$ cat config.mk
export PLATFORM = sky130hd
export DESIGN_NAME = sync_fifo
export DESIGN_NICKNAME = d
export VERILOG_FILES = /design/src/rtl/wb_trace_checker_sync_fifo.sv
export SDC_FILE = /design/constraint.sdc
export NUM_CORES = 1
export LEC_CHECK = 0
export CAP_MARGIN = 10
export CORE_MARGIN = 1.5
export CORE_UTILIZATION = 55
export DETAILED_ROUTE_END_ITERATION = 16
export HOLD_SLACK_MARGIN = 0.1
export PLACE_DENSITY = 0.81
export SETUP_SLACK_MARGIN = 0.5
export SYNTH_ARGS = -nofsm -noshare
export SYNTH_HDL_FRONTEND = slang
export SYNTH_SLANG_ARGS = --single-unit
$ cat constraint.sdc
create_clock -name i_clk -period 3.81 [get_ports i_clk]
set_clock_uncertainty 0.05 [all_clocks]
set_input_delay 0.762 -clock i_clk [delete_from_list [all_inputs] [get_ports i_clk]]
set_output_delay 0.762 -clock i_clk [all_outputs]
set_load 0.05 [all_outputs]
$ cat src/rtl/wb_trace_checker_sync_fifo.sv
// Single-clock FIFO holding expected (register, value) entries; head is the oldest entry.
module sync_fifo #(
  parameter int W     = 37,
  parameter int DEPTH = 16
) (
  input  logic                   i_clk,
  input  logic                   i_rst,
  input  logic                   i_push,
  input  logic                   i_pop,
  input  logic [W-1:0]           i_data,
  output logic                   o_full,
  output logic                   o_empty,
  output logic [$clog2(DEPTH):0] o_count,
  output logic [W-1:0]           o_head
);
  localparam int AW = $clog2(DEPTH);

  logic [W-1:0]  r_mem [DEPTH];
  logic [AW-1:0] r_wr_ptr;
  logic [AW-1:0] r_rd_ptr;
  logic [AW:0]   r_count;
  logic          w_push;
  logic          w_pop;

  assign o_full  = (r_count == (AW+1)'(DEPTH));
  assign o_empty = (r_count == '0);
  assign o_count = r_count;
  assign o_head  = r_mem[r_rd_ptr];
  assign w_push  = i_push & ~o_full;
  assign w_pop   = i_pop & ~o_empty;

  // Pointers are AW bits wide, so they wrap modulo DEPTH on their own.
  always_ff @(posedge i_clk) begin
    if (!i_rst) begin
      r_wr_ptr <= '0;
      r_rd_ptr <= '0;
      r_count  <= '0;
    end else begin
      if (w_push) begin
        r_mem[r_wr_ptr] <= i_data;
        r_wr_ptr        <= r_wr_ptr + 1'b1;
      end
      if (w_pop) r_rd_ptr <= r_rd_ptr + 1'b1;
      case ({w_push, w_pop})
        2'b10:   r_count <= r_count + 1'b1;
        2'b01:   r_count <= r_count - 1'b1;
        default: r_count <= r_count;
      endcase
    end
  end
endmodule

* Word-level counts from Yosys, hierarchy flattened
Memory sizes are Yosys's and may differ from the RTL's. A register that Yosys moved wholly into a read port is not among the register bits. Cells that the tools add are included.
Cells by class: reduce and logical (&&, ||, !) cells 2, add/sub/neg operators 4, muxes and demuxes 6, bitwise operators 4, equality and inequality tests 3
Operators by type and width (count):
- case mux 5 bit (2 select lines) | 1
- adder 4 x 1 -> 4 bit (second input constant) | 2
- two-way mux 4 bit | 2
- adder 5 x 1 -> 5 bit (second input constant) | 1
- == test 5 bit (second input constant) | 1
- logical NOT 5 bit | 1
- subtractor 5 x 1 -> 5 bit (second input constant) | 1
- two-way mux 1 bit | 3
- bitwise AND 1 bit | 2
- == test 2 x 1 -> 1 bit (second input constant) | 1
- == test 2 bit (second input constant) | 1
- inverter 1 bit | 2
- nonzero test 2 bit | 1
Word-level totals: memory bits (writable) 592, memories kept 1, word-level logic and storage cells 23, bits in registers 13, output and inout port bits 44
Memories:
- r_mem | words 16, width 37, rd ports 1, clocked after memory_dff 1, wr ports 1, line 18 | logic [W-1:0] r_mem [DEPTH];

* Depth between registers and ports, before layout
Gate-level depths: netlist of run 1.
word-level depth 6, depth in mapped cells 12, gate-level depth less buffers 10

* Worst setup path after synthesis of run 1
OpenSTA, ideal clock, no wires.
kind input-to-reg, start input i_rst, end memory r_mem[11][0], enable pin, setup time 431 ps, arrival 2975 ps, stages 4, required time 3329 ps, path buffers 1, setup slack 353 ps, cells stage by stage clkbuf_1 > nand2_1 > or2_2 > nor2_1
Between the ends: longest elaborated chain between the ends 2
RTL lines:
- start: declaration | line 7 | input logic i_rst,
- two-way mux 1 bit | line 34 | if (!i_rst) begin
- two-way mux 1 bit (implied by the code) | line 40 | r_mem[r_wr_ptr] <= i_data;
- end: declaration | line 18
Every way passes these cells.

==> reports/qor.yml, run 1 <==
nets: 1257
synth-simple-area-share_pct: 1.85
cts_tree: "yes"
layout_commonest_cell: "edfxtp_1"
clk_transition_reported_paths_ns: 0.06
ys_seq_area_share_pct: 78.7
drive_gt1_share_pct: 35.9
synth_xor_area_share_pct: 0.228
cts_buffers: 59
routed_wl_microns: 56000
htree_levels: 2
cp_max_fo: 12
synthCells: 1019
drt_pass1_iterations: 7
grt_pass1_wl_microns: 80300
r2r_cells: 10
dieArea_sq_um: 43100
initial_utilization_pct: 56.0
port_buffers: 84
synth.distinct_cells: 35
cts_root_buf: "clkbuf_16"
crit_end: "o_head[8]"
yosys_register_bits: 609
hp-class: "flop to flop"
finalSetupViolCount: 0
cp-start-kind: "flop"
die-width_microns: 208
path_class: "flop to primary output"
rows: 74
drt_iter0_markers: 1438
grt_max_degree: 38
powerDensity_nw_per_um2: 649
synth_top_family_by_area: "multiplexers"
layout_common_cells: "592 x edfxtp_1, 148 x mux4_2, 60 x clkbuf_16"
max_freq_mhz: 298
tightest_slew_ns: 0.638
syn_to_final_growth_pct: 21.6
grtUsageTotal_pct: 26.2
status: "completed"
syn_area_sq_um: 23000
syn_nets: 1070
grt_pass1_vias: 12000
relSlewSlack_pct: 57.3
place_ws_ns: 0.601
setup_ws_ns: 0.449
muxShareOfSynthArea_pct: 14.7
reg2reg_slack_ns: 0.83
rsz0062_at_grt: "yes"
power_leakage_nw: 8.91
rr_startpoint: "o_count[0]$_SDFFE_PN0P_"
via_per_inst: 6.46
arrival_ns: 2.55
clockBufferDepth: 3
fin_crit_sh_pct: 88.2
syn_area_per_cell_sq_um: 22.6
routabilityCongestion: 0.735
finalHoldViolations: 0
grt_overflow: 0
synth-compound-area-share_pct: 2.83
synthAdderAreaFrac_pct: 0.576
core_sq_um: 41100
yosysWarnings: 0
synthTopCellsByArea: "edfxtp_1 77%, mux4_2 14%, a22oi_1 2.4%"
antenna_found_initial: 3
io_pins: 85
tns_ns: 0
yosys.area.top_type: "edfxtp_1"
synth.top_cell.area_share_pct: 77.2
cp.required_ns: 3.00
drt.antenna.violating_nets: 0
drc: 0
post-dp-hpwl_microns: 26900
cp-end-kind: "primary output"
r2r_end: "o_count[4]$_SDFFE_PN0P_"
peakVddDrop_mv: 0.499
vias: 11600
die_h_microns: 208
cts.sinks: 609
post-route-min-period_ns: 3.36
drv_slew: 0
fillers: 2457
hold_buffers: 0
clkLatencyLatePin_ns: 0.61
cap_violations: 0
wire_per_inst_microns: 31.3
==> flip-flops by register name, indices dropped and copies added, names as in the netlist, named ones only <==
signal	flops
r_mem	592
r_rd_ptr	4
o_count	5
r_wr_ptr	4
==> cells by family after synthesis <==
logic type / after synthesis
and+or+nand+nor: 95
DFF: 609
xor gates and xnor gates: 6
AOI/OAI and AO/OA: 85
adders and majority gates: 10
muxes: 153
buffers and inverters: 61
==> power breakdown <==
| part | internal (mW) | switching, mW |
|---|---|---|
| Sequential | 7.48 | 0.0794 |
| Combinational | 2.34 | 2.38 |
| Clock | 3.39 | 2.49 |
==> layout make-up <==
type | count | area, sq um | area share (%)
Sequential cell | 609 | 18100 | 64.7
Multi-Input combinational cell | 349 | 5030 | 18.0
Timing Repair Buffer | 179 | 2210 | 7.89
Clock buffer | 70 | 1520 | 5.42
Tap cell | 532 | 666 | 2.38
Clock inverter | 40 | 417 | 1.49
Inverter | 8 | 30.0 | 0.107
Antenna cell | 2 | 5.00 | 0.0179
==> critical path, stage by stage, from the launching register on <==
cell,delay (ns)
dfxtp_4,0.36
buf_12,0.15
buf_12,0.11
buf_16,0.15
mux4_2,0.51
a22oi_1,0.30
nand2_2,0.15
buf_6,0.18
==> through the flow <==
step	util [%]	area (sq um)	hold slack, ns	power, mW	instances
2_1_floorplan	-	23000	0.418	10.3	1019
5_1_grt	68.1	28000	0.489	18.7	1788
4_1_cts	67.2	27600	0.456	17.9	1776
3_3_place_gp	60.7	24900	0.435	11.3	1633
3_5_place_dp	60.7	24900	0.447	11.3	1633
6_report	68.1	28000	0.458	18.2	1789
==> timing repair <==
item,CTS,global route
endpoints found under the setup margin,39,37
gates resized for setup,110,81
pin swaps,12,28
setup buffers,21,10
cloned,12,1
==> how the worst min path moves through the flow <==
stage	from	slack [ns]	end	cells after the start
after floorplan	r_wr_ptr[3]$_SDFFE_PN0P_	0.42	r_wr_ptr[3]$_SDFFE_PN0P_	2
final	r_wr_ptr[3]$_SDFFE_PN0P_	0.46	r_wr_ptr[3]$_SDFFE_PN0P_	2
after detailed placement	r_wr_ptr[3]$_SDFFE_PN0P_	0.45	r_wr_ptr[3]$_SDFFE_PN0P_	2
after global placement	r_wr_ptr[3]$_SDFFE_PN0P_	0.43	r_wr_ptr[3]$_SDFFE_PN0P_	2
after global routing	r_wr_ptr[3]$_SDFFE_PN0P_	0.49	r_wr_ptr[3]$_SDFFE_PN0P_	2
after CTS	r_wr_ptr[3]$_SDFFE_PN0P_	0.46	r_wr_ptr[3]$_SDFFE_PN0P_	2
==> layer usage <==
layer / share of wire, % / wire length, microns / vias up / track usage [%]
met2: 52 / 28900 / 635 / 44.4
met1: 36 / 20100 / 6097 / 33.7
li1: - / - / 4693 / -
met4: 3.6 / 2020 / 2 / 9.74
met3: 8.7 / 4880 / 134 / 5.79
met5: 0.020 / 11 / - / 0
==> cell usage after synthesis (all sizes together) <==
library cell and count:
nand3 4, xnor2 5, nand4b 1, buf 28
nor2b 4, nor3 1, ha 9, and2 9
o21a 3, nand2b 2, o211ai 2, a21oi 2
a21o 1, nand2 45, xor2 1, fa 1
o21ai 3, mux4 148, inv 8, or4 1
or2 2, or4b 1, nand3b 1, clkbuf 25
edfxtp 592, a22oi 74, mux2i 5, dfxtp 17
nor2 23, nand4 1
Power figures use the tool's default switching activity.
==> run 2, diff against run 1 <==
CORE_UTILIZATION = 35   (was 55)
CTS_CLUSTER_DIAMETER = 50   (was default)
GPL_ROUTABILITY_DRIVEN = 1   (was default)
PLACE_DENSITY = 0.59   (was 0.81)
==> run 2 against run 1 <==
  * Worst setup slack better by 0.073 ns
  * Non-clock buffer count down 14
  * Routed wire length down 5.6%
  * Global-route usage down 10 points
  * Worst hold slack better by 0.0057 ns
  * Cell area up 1.5%
  * First-iteration DRC count down 41%
  * Final cell count up 18%
  * Via count down 5.8%
  * Total power up 0.49%
  * Die area up 56%
  * Utilization down 24 points
==> reports/qor.yml, run 2 (synthesized netlist as in run 1, its figures left out) <==
status: "completed"
clockBufferDepth: 3  # unchanged
grt_pass1_wl_microns: 77100  # -4.0%
routabilityCongestion: 0.706  # -3.9%
antenna_found_initial: 3  # unchanged
dieArea_sq_um: 67300  # +56%
regMostFlops: "r_mem"
cp_common_cell: "buf_12"
finalHoldViolations: 0  # unchanged
hp-class: "flop to flop"
grt_pass1_vias: 11500  # -4.3%
net-switching-power_mw: 4.95  # -0.11%
drv_slew: 0  # unchanged
rows: 93  # +26%
htree_levels: 3  # +1
drive_gt1_share_pct: 35.2  # -0.66 points
grtUsageTotal_pct: 15.8  # -10 points
vias: 10900  # -5.8%
max_freq_mhz: 304  # +2.2%
clk_transition_reported_paths_ns: 0.05  # about the same
cts.sinks: 609  # unchanged
port_buffers: 84  # unchanged
routed_wl_microns: 52800  # -5.6%
cp_max_fo: 7  # -5
cts_buffers: 67  # +14%
grt_max_degree: 49  # +29%
arrival_ns: 2.48  # -0.07 ns
wire_per_inst_microns: 25.1  # -20%
post-route-min-period_ns: 3.29  # -0.0731 ns
post-dp-hpwl_microns: 28600  # +6.6%
layout_commonest_cell: "edfxtp_1"
peakVddDrop_mv: 0.305  # -39%
drc: 0  # unchanged
layout_common_cells: "592 x edfxtp_1, 148 x mux4_2, 76 x clkbuf_16"
rsz0062_at_grt: "yes"
tns_ns: 0  # unchanged
die_h_microns: 260  # +25%
powerDensity_nw_per_um2: 643  # -0.98%
reg2reg_slack_ns: 0.72  # -0.11 ns
path_class: "flop to primary output"
cts_root_buf: "clkbuf_16"
crit_buf_inv: 4  # unchanged
core_sq_um: 64700  # +57%
finalSetupViolCount: 0  # unchanged
power.share.switching_pct: 27.1  # -0.16 points
io_pins: 85  # unchanged
seqPwrFrac_pct: 41.5  # about the same
nets: 1251  # -0.48%
initial_utilization_pct: 35.6  # -20 points
crit_chain: "buf_12 > buf_12 > buf_16 > mux4_2 > a22oi_2 > nand2_2 > buf_6"
fin_crit_sh_pct: 86.3  # -1.9 points
cap_violations: 0  # unchanged
drt.antenna.violating_nets: 0  # unchanged
drt_pass1_iterations: 5  # -2
via_per_inst: 5.17  # -20%
relSlewSlack_pct: 60.0  # +2.7 points
internal_power_mw: 13.3  # +0.72%
largest_register_ffs: 592  # unchanged
slowest_delay_ns: 0.51  # about the same
cp_slowest_cell: "mux4_2"
power_leakage_nw: 8.90  # about the same
drt_iter0_markers: 849  # -41%
power_mw: 18.3  # +0.49%
grt_overflow: 0  # unchanged
tightest_slew_ns: 0.598  # -0.0401 ns
combPwrFrac_pct: 24.4  # -1.6 points
p_clk_share_pct: 34.2  # +1.8 points
die-width_microns: 260  # +25%
cts_tree: "yes"
cp-end-kind: "primary output"
syn_to_final_growth_pct: 23.4
cp.required_ns: 3.00  # about the same
cp_top_family: "buffers and inverters"
cp-start-kind: "flop"
clkLatencyLatePin_ns: 0.59  # -0.02 ns
-- run 2: power groups by stage --
stage | Clock, mW | Sequential (mW) | Combinational, mW
2_1_floorplan | 0 | 7.75 | 2.58
3_3_place_gp | 0 | 7.71 | 3.67
3_5_place_dp | 0 | 7.71 | 3.70
4_1_cts | 6.37 | 7.57 | 4.06
5_1_grt | 6.66 | 7.58 | 4.73
6_report | 6.24 | 7.57 | 4.45
-- run 2: metal layers --
layer	global-route usage (%)	vias up	wire [microns]
met4	4.18	4	1020
met5	0	-	23
met3	3.28	72	2460
met1	20.8	5864	22500
met2	26.7	262	26900
li1	-	4684	-
-- run 2: path summary, 6_finish.rpt --
| kind | to | depth (start not counted) | startpoint |
|---|---|---|---|
| worst min-delay path | r_wr_ptr[3]$_SDFFE_PN0P_ | 2 | r_wr_ptr[3]$_SDFFE_PN0P_ |
| worst min register to register | r_wr_ptr[3]$_SDFFE_PN0P_ | 2 | r_wr_ptr[3]$_SDFFE_PN0P_ |
| worst max register to register | o_count[4]$_SDFFE_PN0P_ | 10 | o_count[0]$_SDFFE_PN0P_ |
| worst max-delay path | o_head[18] | 7 | flop |
-- run 2: repair_timing --
action / CTS / global route
pin swaps: 6 / 27
cloned: 6 / 8
buffers inserted: 9 / 6
hold buffers: 0 / 0
resized for setup: 113 / 110
endpoints found under the setup margin: 37 / 32
-- run 2: tightest hold or removal path, delay by kind of cell (launching register included) --
kind / cells / cell delay (ns)
flip-flops: 1 / 0.32
AND/OR/NAND/NOR: 1 / 0.07
multiplexers: 1 / 0.07
-- run 2: per-stage QoR --
step	worst slack [ns]	hold WS [ns]	std cells	util, %	cell area, sq um
6_report	0.522	0.464	2107	43.9	28400
5_1_grt	0.402	0.515	2106	43.9	28400
4_1_cts	0.429	0.470	2091	43.1	27900
3_5_place_dp	0.552	0.461	1957	39.3	25400
3_3_place_gp	0.582	0.440	1957	39.3	25400
2_1_floorplan	0.353	0.418	1019	-	23000
-- run 2: layout make-up --
| class | count | area [sq um] |
|---|---|---|
| Antenna cell | 2 | 5.00 |
| Clock buffer | 80 | 1770 |
| Clock inverter | 39 | 358 |
| Fill cell | 5518 | 36300 |
| Inverter | 8 | 30.0 |
| Multi-Input combinational cell | 349 | 5010 |
| Sequential cell | 609 | 18100 |
| Tap cell | 855 | 1070 |
| Timing Repair Buffer | 165 | 2060 |
